### src/rtl/jtag_scan_master.sv
// JTAG scan master: turns IR/DR/TAP-reset commands into tms/tdi sequences and
// gathers tdo into a response word, parking the target TAP in RUN_TEST_IDLE.
module jtag_scan_master #(
    parameter int MAX_LEN  = 41,
    parameter int IR_LEN   = 6,
    parameter int RUN_IDLE = 3
) (
    input  logic               tclk,
    input  logic               rst_n,
    input  logic               cmd_valid,
    output logic               cmd_ready,
    input  logic [1:0]         cmd_type,
    input  logic [5:0]         cmd_len,
    input  logic [MAX_LEN-1:0] cmd_data,
    output logic               rsp_valid,
    input  logic               rsp_ready,
    output logic [MAX_LEN-1:0] rsp_data,
    output logic               rsp_err,
    output logic               tms,
    output logic               tdi,
    input  logic               tdo
);

    typedef enum logic [2:0] {
        S_INIT, S_IDLE, S_TRST, S_NAV, S_SHIFT, S_POST, S_RTI_WAIT, S_RESP
    } state_e;

    typedef enum logic [1:0] {
        CMD_RESET = 2'd0, CMD_IR = 2'd1, CMD_DR = 2'd2, CMD_RSVD = 2'd3
    } cmd_e;

    state_e             state_q, state_d;
    logic [5:0]         cnt_q, cnt_d;
    logic [5:0]         len_q, len_d;
    logic               is_ir_q, is_ir_d;
    logic [MAX_LEN-1:0] data_q, data_d;
    logic [MAX_LEN-1:0] rsp_data_q, rsp_data_d;
    logic               rsp_err_q, rsp_err_d;
    logic               tms_q, tms_d;
    logic               tdi_q, tdi_d;
    logic               cmd_bad;
    logic [5:0]         nav_last;

    assign cmd_bad = (cmd_type == CMD_RSVD) ||
                     ((cmd_type == CMD_DR) &&
                      ((cmd_len == 6'd0) || ({1'b0, cmd_len} > 7'(MAX_LEN))));

    // IR path walks SELECT_DR -> SELECT_IR first, so its tms preamble is one bit longer.
    assign nav_last = is_ir_q ? 6'd3 : 6'd2;

    // NOTE: every output of this block gets a default first, so no path can infer a latch.
    always_comb begin
        state_d    = state_q;
        cnt_d      = cnt_q;
        len_d      = len_q;
        is_ir_d    = is_ir_q;
        data_d     = data_q;
        rsp_data_d = rsp_data_q;
        rsp_err_d  = rsp_err_q;
        tms_d      = 1'b0;
        tdi_d      = 1'b0;

        case (state_q)
            S_INIT, S_TRST: begin
                tms_d = (cnt_q < 6'd5);
                cnt_d = cnt_q + 6'd1;
                if (cnt_q == 6'd5) begin
                    cnt_d   = '0;
                    state_d = (state_q == S_INIT) ? S_IDLE : S_RESP;
                end
            end
            S_IDLE: begin
                if (cmd_valid) begin
                    data_d     = cmd_data;
                    rsp_data_d = '0;
                    rsp_err_d  = 1'b0;
                    cnt_d      = '0;
                    is_ir_d    = (cmd_type == CMD_IR);
                    len_d      = (cmd_type == CMD_IR) ? 6'(IR_LEN) : cmd_len;
                    if (cmd_bad) begin
                        rsp_err_d = 1'b1;
                        state_d   = S_RESP;
                    end else if (cmd_type == CMD_RESET) begin
                        state_d = S_TRST;
                    end else begin
                        state_d = S_NAV;
                    end
                end
            end
            S_NAV: begin
                tms_d = (cnt_q == 6'd0) || (is_ir_q && (cnt_q == 6'd1));
                cnt_d = cnt_q + 6'd1;
                if (cnt_q == nav_last) begin
                    cnt_d   = '0;
                    state_d = S_SHIFT;
                end
            end
            S_SHIFT: begin
                tdi_d             = data_q[cnt_q];
                tms_d             = (cnt_q == len_q - 6'd1);
                rsp_data_d[cnt_q] = tdo;
                cnt_d             = cnt_q + 6'd1;
                if (cnt_q == len_q - 6'd1) begin
                    cnt_d   = '0;
                    state_d = S_POST;
                end
            end
            S_POST: begin
                tms_d = (cnt_q == 6'd0);
                cnt_d = cnt_q + 6'd1;
                if (cnt_q == 6'd1) begin
                    cnt_d   = '0;
                    state_d = (RUN_IDLE == 0) ? S_RESP : S_RTI_WAIT;
                end
            end
            S_RTI_WAIT: begin
                cnt_d = cnt_q + 6'd1;
                if (cnt_q == 6'(RUN_IDLE - 1)) begin
                    cnt_d   = '0;
                    state_d = S_RESP;
                end
            end
            S_RESP: begin
                if (rsp_ready) state_d = S_IDLE;
            end
        endcase
    end

    // NOTE: sequential state uses non-blocking assignments so all flops sample pre-edge values.
    always_ff @(posedge tclk or negedge rst_n) begin
        if (!rst_n) begin
            state_q    <= S_INIT;
            cnt_q      <= '0;
            len_q      <= '0;
            is_ir_q    <= 1'b0;
            data_q     <= '0;
            rsp_data_q <= '0;
            rsp_err_q  <= 1'b0;
        end else begin
            state_q    <= state_d;
            cnt_q      <= cnt_d;
            len_q      <= len_d;
            is_ir_q    <= is_ir_d;
            data_q     <= data_d;
            rsp_data_q <= rsp_data_d;
            rsp_err_q  <= rsp_err_d;
        end
    end

    // Launch pins on the falling edge so the target sees settled values at its rising edge.
    always_ff @(negedge tclk or negedge rst_n) begin
        if (!rst_n) begin
            tms_q <= 1'b1;
            tdi_q <= 1'b0;
        end else begin
            tms_q <= tms_d;
            tdi_q <= tdi_d;
        end
    end

    assign cmd_ready = (state_q == S_IDLE);
    assign rsp_valid = (state_q == S_RESP);
    assign rsp_data  = rsp_data_q;
    assign rsp_err   = rsp_err_q;
    assign tms       = tms_q;
    assign tdi       = tdi_q;

endmodule

### config.mk
export PLATFORM = sky130hd
export DESIGN_NAME = jtag_scan_master
export DESIGN_NICKNAME = d
export VERILOG_FILES = /design/src/rtl/jtag_scan_master.sv
export SDC_FILE = /design/constraint.sdc
export NUM_CORES = 1
export LEC_CHECK = 0
export BUFFER_PORTS_ARGS = -buffer_cell sky130_fd_sc_hd__buf_4
export CAP_MARGIN = 20
export CORE_MARGIN = 4
export CORE_UTILIZATION = 50
export DETAILED_ROUTE_END_ITERATION = 8
export PLACE_DENSITY_LB_ADDON = 0.25
export SETUP_SLACK_MARGIN = 0.02
export SLEW_MARGIN = 20
export SYNTH_ARGS = -nofsm -noshare
export SYNTH_HDL_FRONTEND = slang
export SYNTH_SLANG_ARGS = --single-unit
### constraint.sdc
create_clock -name tclk -period 3.75 [get_ports tclk]
set_input_delay 0.1875 -clock tclk [delete_from_list [all_inputs] [get_ports tclk]]
set_output_delay 0.1875 -clock tclk [all_outputs]
set_load 0.1 [all_outputs]
; ---- Yosys cells after proc, flatten, opt, wreduce, memory -nomap -nowiden
; Index checks and enable logic that the tools add are counted.
[classes]
muxes = 30
magnitude_cmp = 4
eq_ne = 22
n_reduce_logical = 17
addsub = 2
[ops]
columns = operator, n
row1 = $pmux W41 S2, 1
row2 = $mux W6, 7
row3 = $bwmux W41, 1
row4 = $mux W41, 1
row5 = $pmux W6 S6, 1
row6 = $mux W3, 9
row7 = $pmux W3 S7, 1
row8 = $eq A3 B3 Y1 const B, 4
row9 = $logic_not A6 Y1, 2
row10 = $ne A2 B2 Y1 const B, 6
row11 = $lt A6 B7 Y1 const B, 1
row12 = $reduce_and A7 Y1, 1
row13 = $add A6 B1 Y6 const B, 1
row14 = $bmux W1 S6, 1
row15 = $demux W1 S6, 1
row16 = $eq A3 B2 Y1 const B, 2
row17 = $eq A6 B1 Y1 const B, 1
row18 = $eq A6 B2 Y1, 1
row19 = $eq A6 B2 Y1 const B, 1
row20 = $eq A6 B3 Y1 const B, 1
row21 = $eq A6 B6 Y1, 1
row22 = $ge A6 B1 Y1 const B, 1
row23 = $gt A6 B6 Y1 const B, 1
row24 = $lt A6 B3 Y1 const B, 1
row25 = other kinds (15), 27
[word_totals]
input_bits = 54
output_inout_bits = 46
elab_cells = 84
ff_bits = 101

; ---- Logic depth before layout (Yosys ltp)
[logic_depth]
word_depth = 7
ltp_mapped = 9

==> key figures <==
Place
  • I/O Buffers: 99
  • DP Area: 0.006126 mm2
  • Hpwl dp: 10190 um
  • DP Worst Slack: 202.5 ps
  • RD Place Congestion: 0.9299

Synthesis
  • Synth Instances: 602
  • Seq cells post-synth: 101
  • Yosys cell types: 58
  • Dominant cells by area after synthesis: dfrtp_1, nand2_1, o21ai_0
  • Fraction of the yosys area taken by sequential cells: 48.78%
  • Post-synth ARST share: 100.0%
  • Ys Warns: 0
  • EDFF count, synth: 0
  • Synth top area share: 47.79%
  • Avg Synthesized Cell Area: 8.611 um2
  • Cell area after synthesis: 0.005184 mm2
  • Dominant cell type by area after synthesis: dfrtp_1
  • Main synth FF type: dfrtp_1
  • Syn nets: 662

Setup path
  • Type of origin of the critical path: register
  • R2r startpoint: cnt_q[2]
  • Critical path buffer and inverter count: 1
  • Worst Setup Path Type: register to register
  • Arr. time, crit path: 2010 ps
  • Crit path max-delay family: flip-flops
  • Worst path cell trace: buf_4 > xor2_1 > o211ai_1 > nand3_2 > o22ai_1
  • FF-to-FF End: tms
  • Max Fanout on Critical Path: 15
  • CP Capture Type: register
  • R2R cell count: 5
  • Worst Path Required: 2200 ps
  • Biggest cell delay along the critical path: 640 ps
  • Slowest cell on crit path: dfrtp_1
  • R2R Setup Slk: 190 ps

GRT
  • Total gr overflow: 0
  • Total Routing Usage GR: 25.67%
  • Vias in the first global route: 4784
  • Initial antenna violation count: 0
  • Largest net degree at the start of global routing: 57
  • First-pass GRT wire length: 24010 um

STA
  • Slew margin rel.: 35.30%
  • Layout Skew: 40.88 ps
  • Setup TNS: 0 ps
  • RSZ-0062 raised after global routing: false
  • Setup WS post-layout: 186.5 ps
  • Max-slew violation count: 0
  • Setup-failing EPs final: 0
  • Fin. Hold Viols: 0
  • Min Hold Slack: 25.16 ps
  • Least-Margin Pin Slew: 963.2 ps

Hold path
  • Hold Startpoint: cmd_data[38]
  • WHS Endpoint: data_q[38]
  • Worst hold path stage count: 3
  • Worst min path class: primary input to register

Clock network
  • Latest clock arrival within the worst-skew pair: 400 ps
  • Max Root-Sink Buffers: 2
  • Resize count post-CTS: 0
  • H-tree levels: 3
  • Clock sinks: 101
  • # Post-CTS Setup Buffers: 0
  • Clock Root Buffer: clkbuf_8
  • CTS buffer count: 9
  • Post-CTS Hold Fix Bufs: 33
  • TritonCTS clock tree: done
  • Worst-path clk slew: 100 ps

Detailed routing
  • 1st-pass router iterations: 5
  • DRC violations left: 0
  • Drt total wl: 14870 um
  • Via/cell ratio: 5.712
  • Via count: 4964
  • Routed len/inst: 17.11 um
  • Drt initial violations: 408
  • Post-route antenna net violation count: 0

Power
  • Leakage: 3.273 nW
  • Worst VDD drop: 550.2 uV
  • Power Dens Cells: 776.9 mW/mm2

Floorplan
  • Die Y-Extent: 109.8 um
  • DIE WIDTH: 109.8 um
  • Initial cell density of the core: 52.07%
  • IO Pins: 100
  • Core ar.: 0.009955 mm2
  • Cell Rows: 36
  • DIE AREA: 0.01206 mm2

Run status
  • Status: complete, no violations

Finish
  • Nets: 792
  • Ant. Diodes: 0
  • Post-route cell area: 0.006658 mm2
  • Share of layout cells above drive strength 1: 21.47%
  • Core Util, Final: 66.88%
  • Synthesis-to-layout area growth: 28.43%

Flow run
  • Max Cap Viol: 0
state kept, by name, summed over array words and instances, names as in the netlist:
signal / flops
len_q: 6
rsp_err: 1
data_q: 41
state_q: 3
cnt_q: 6
tdi: 1
tms: 1
rsp_data: 41
is_ir_q: 1
cell families after synthesis:
| kind of cell | share of synthesized area, % |
|---|---|
| DFF | 48.78 |
| muxes | 3.886 |
| xor gates and xnor gates | 1.521 |
| buffers and inverters | 4.055 |
| adders and majority gates | 1.448 |
| and+or+nand+nor | 19.62 |
| AOI/OAI and AO/OA | 20.69 |
cell usage after synthesis (2+ instances only):
cell type	n
nand2_1	162
dfrtp_1	99
o21ai_0	95
a21oi_1	52
clkbuf_1	26
nor2_1	24
nand3_1	15
nor3_1	12
inv_1	11
a31oi_1	10
buf_2	9
xnor2_1	7
ha_1	6
mux4_2	6
mux2i_1	4
a22oi_1	3
and2_1	3
and3_1	3
buf_1	3
nand2b_1	3
nor3b_2	3
o21a_1	3
a21o_1	2
a221oi_1	2
a22o_1	2
a41o_1	2
o211ai_1	2
o221ai_1	2
xor2_1	2
worst reg2reg max path: stages, from the launching register on:
cell	delay, ps
dfrtp_1	640
buf_4	280
xor2_1	80
o211ai_1	300
nand3_2	170
o22ai_1	170
metrics by stage:
step           instances  total power [mW]
2_1_floorplan        602             3.679
3_3_place_gp         819             4.368
3_5_place_dp         819             4.455
4_1_cts              867             5.145
5_1_grt              869             5.510
6_report             869             5.172
final cells by class:
class                           instances  area (um2)
Fill cell                             807        3297
Sequential cell                       101        2529
Multi-Input combinational cell        449        2446
Timing Repair Buffer                  158        1286
Tap cell                              133       166.4
Clock buffer                           11       151.4
Inverter                               12       45.04
Clock inverter                          5       33.78
routing by layer:
layer / vias to the layer above / track usage, % / routed length [um]
met2: 251 / 40.94 / 7235
met1: 2356 / 35.51 / 6140
li1: 2336 / - / -
met5: - / 0 / 0
met4: 0 / 8.014 / 231
met3: 21 / 4.932 / 1258
report_power, final:
part	leakage [nW]	internal [mW]	switching, mW
logic	1.85	0.963	1.85
clock network	0.0975	0.279	0.386
registers	1.32	1.43	0.269
cell usage in the layout, fill, tap and decap left out, types with 2 or more instances in the layout:
master and n:
nand2_1 162, buf_4 122, dfrtp_1 99, o21ai_0 95
a21oi_1 52, dlygate4sd3_1 35, nor2_1 24, nand3_1 15
nor3_1 12, inv_1 11, clkbuf_8 11, a31oi_1 10
xnor2_1 7, mux4_2 6, ha_1 6, mux2i_1 4
nand2b_1 3, and3_1 3, nor3b_2 3, a22oi_1 3
o21a_1 3, xor2_1 2, o211ai_1 2, o221ai_1 2
a21o_1 2, and2_1 2, a41o_1 2, a22o_1 2
a221oi_1 2, inv_6 2
worst max-delay path by stage:
stage | end | cells after the start | startpoint
2_1_floorplan | tdi | 8 | cnt_q[0]
3_3_place_gp | tdi | 6 | cnt_q[0]
3_5_place_dp | tdi | 6 | cnt_q[1]
4_1_cts | tdi | 6 | cnt_q[1]
5_1_grt | tms | 6 | len_q[0]
6_report | tms | 5 | cnt_q[2]
Power figures use the tool's default switching activity.
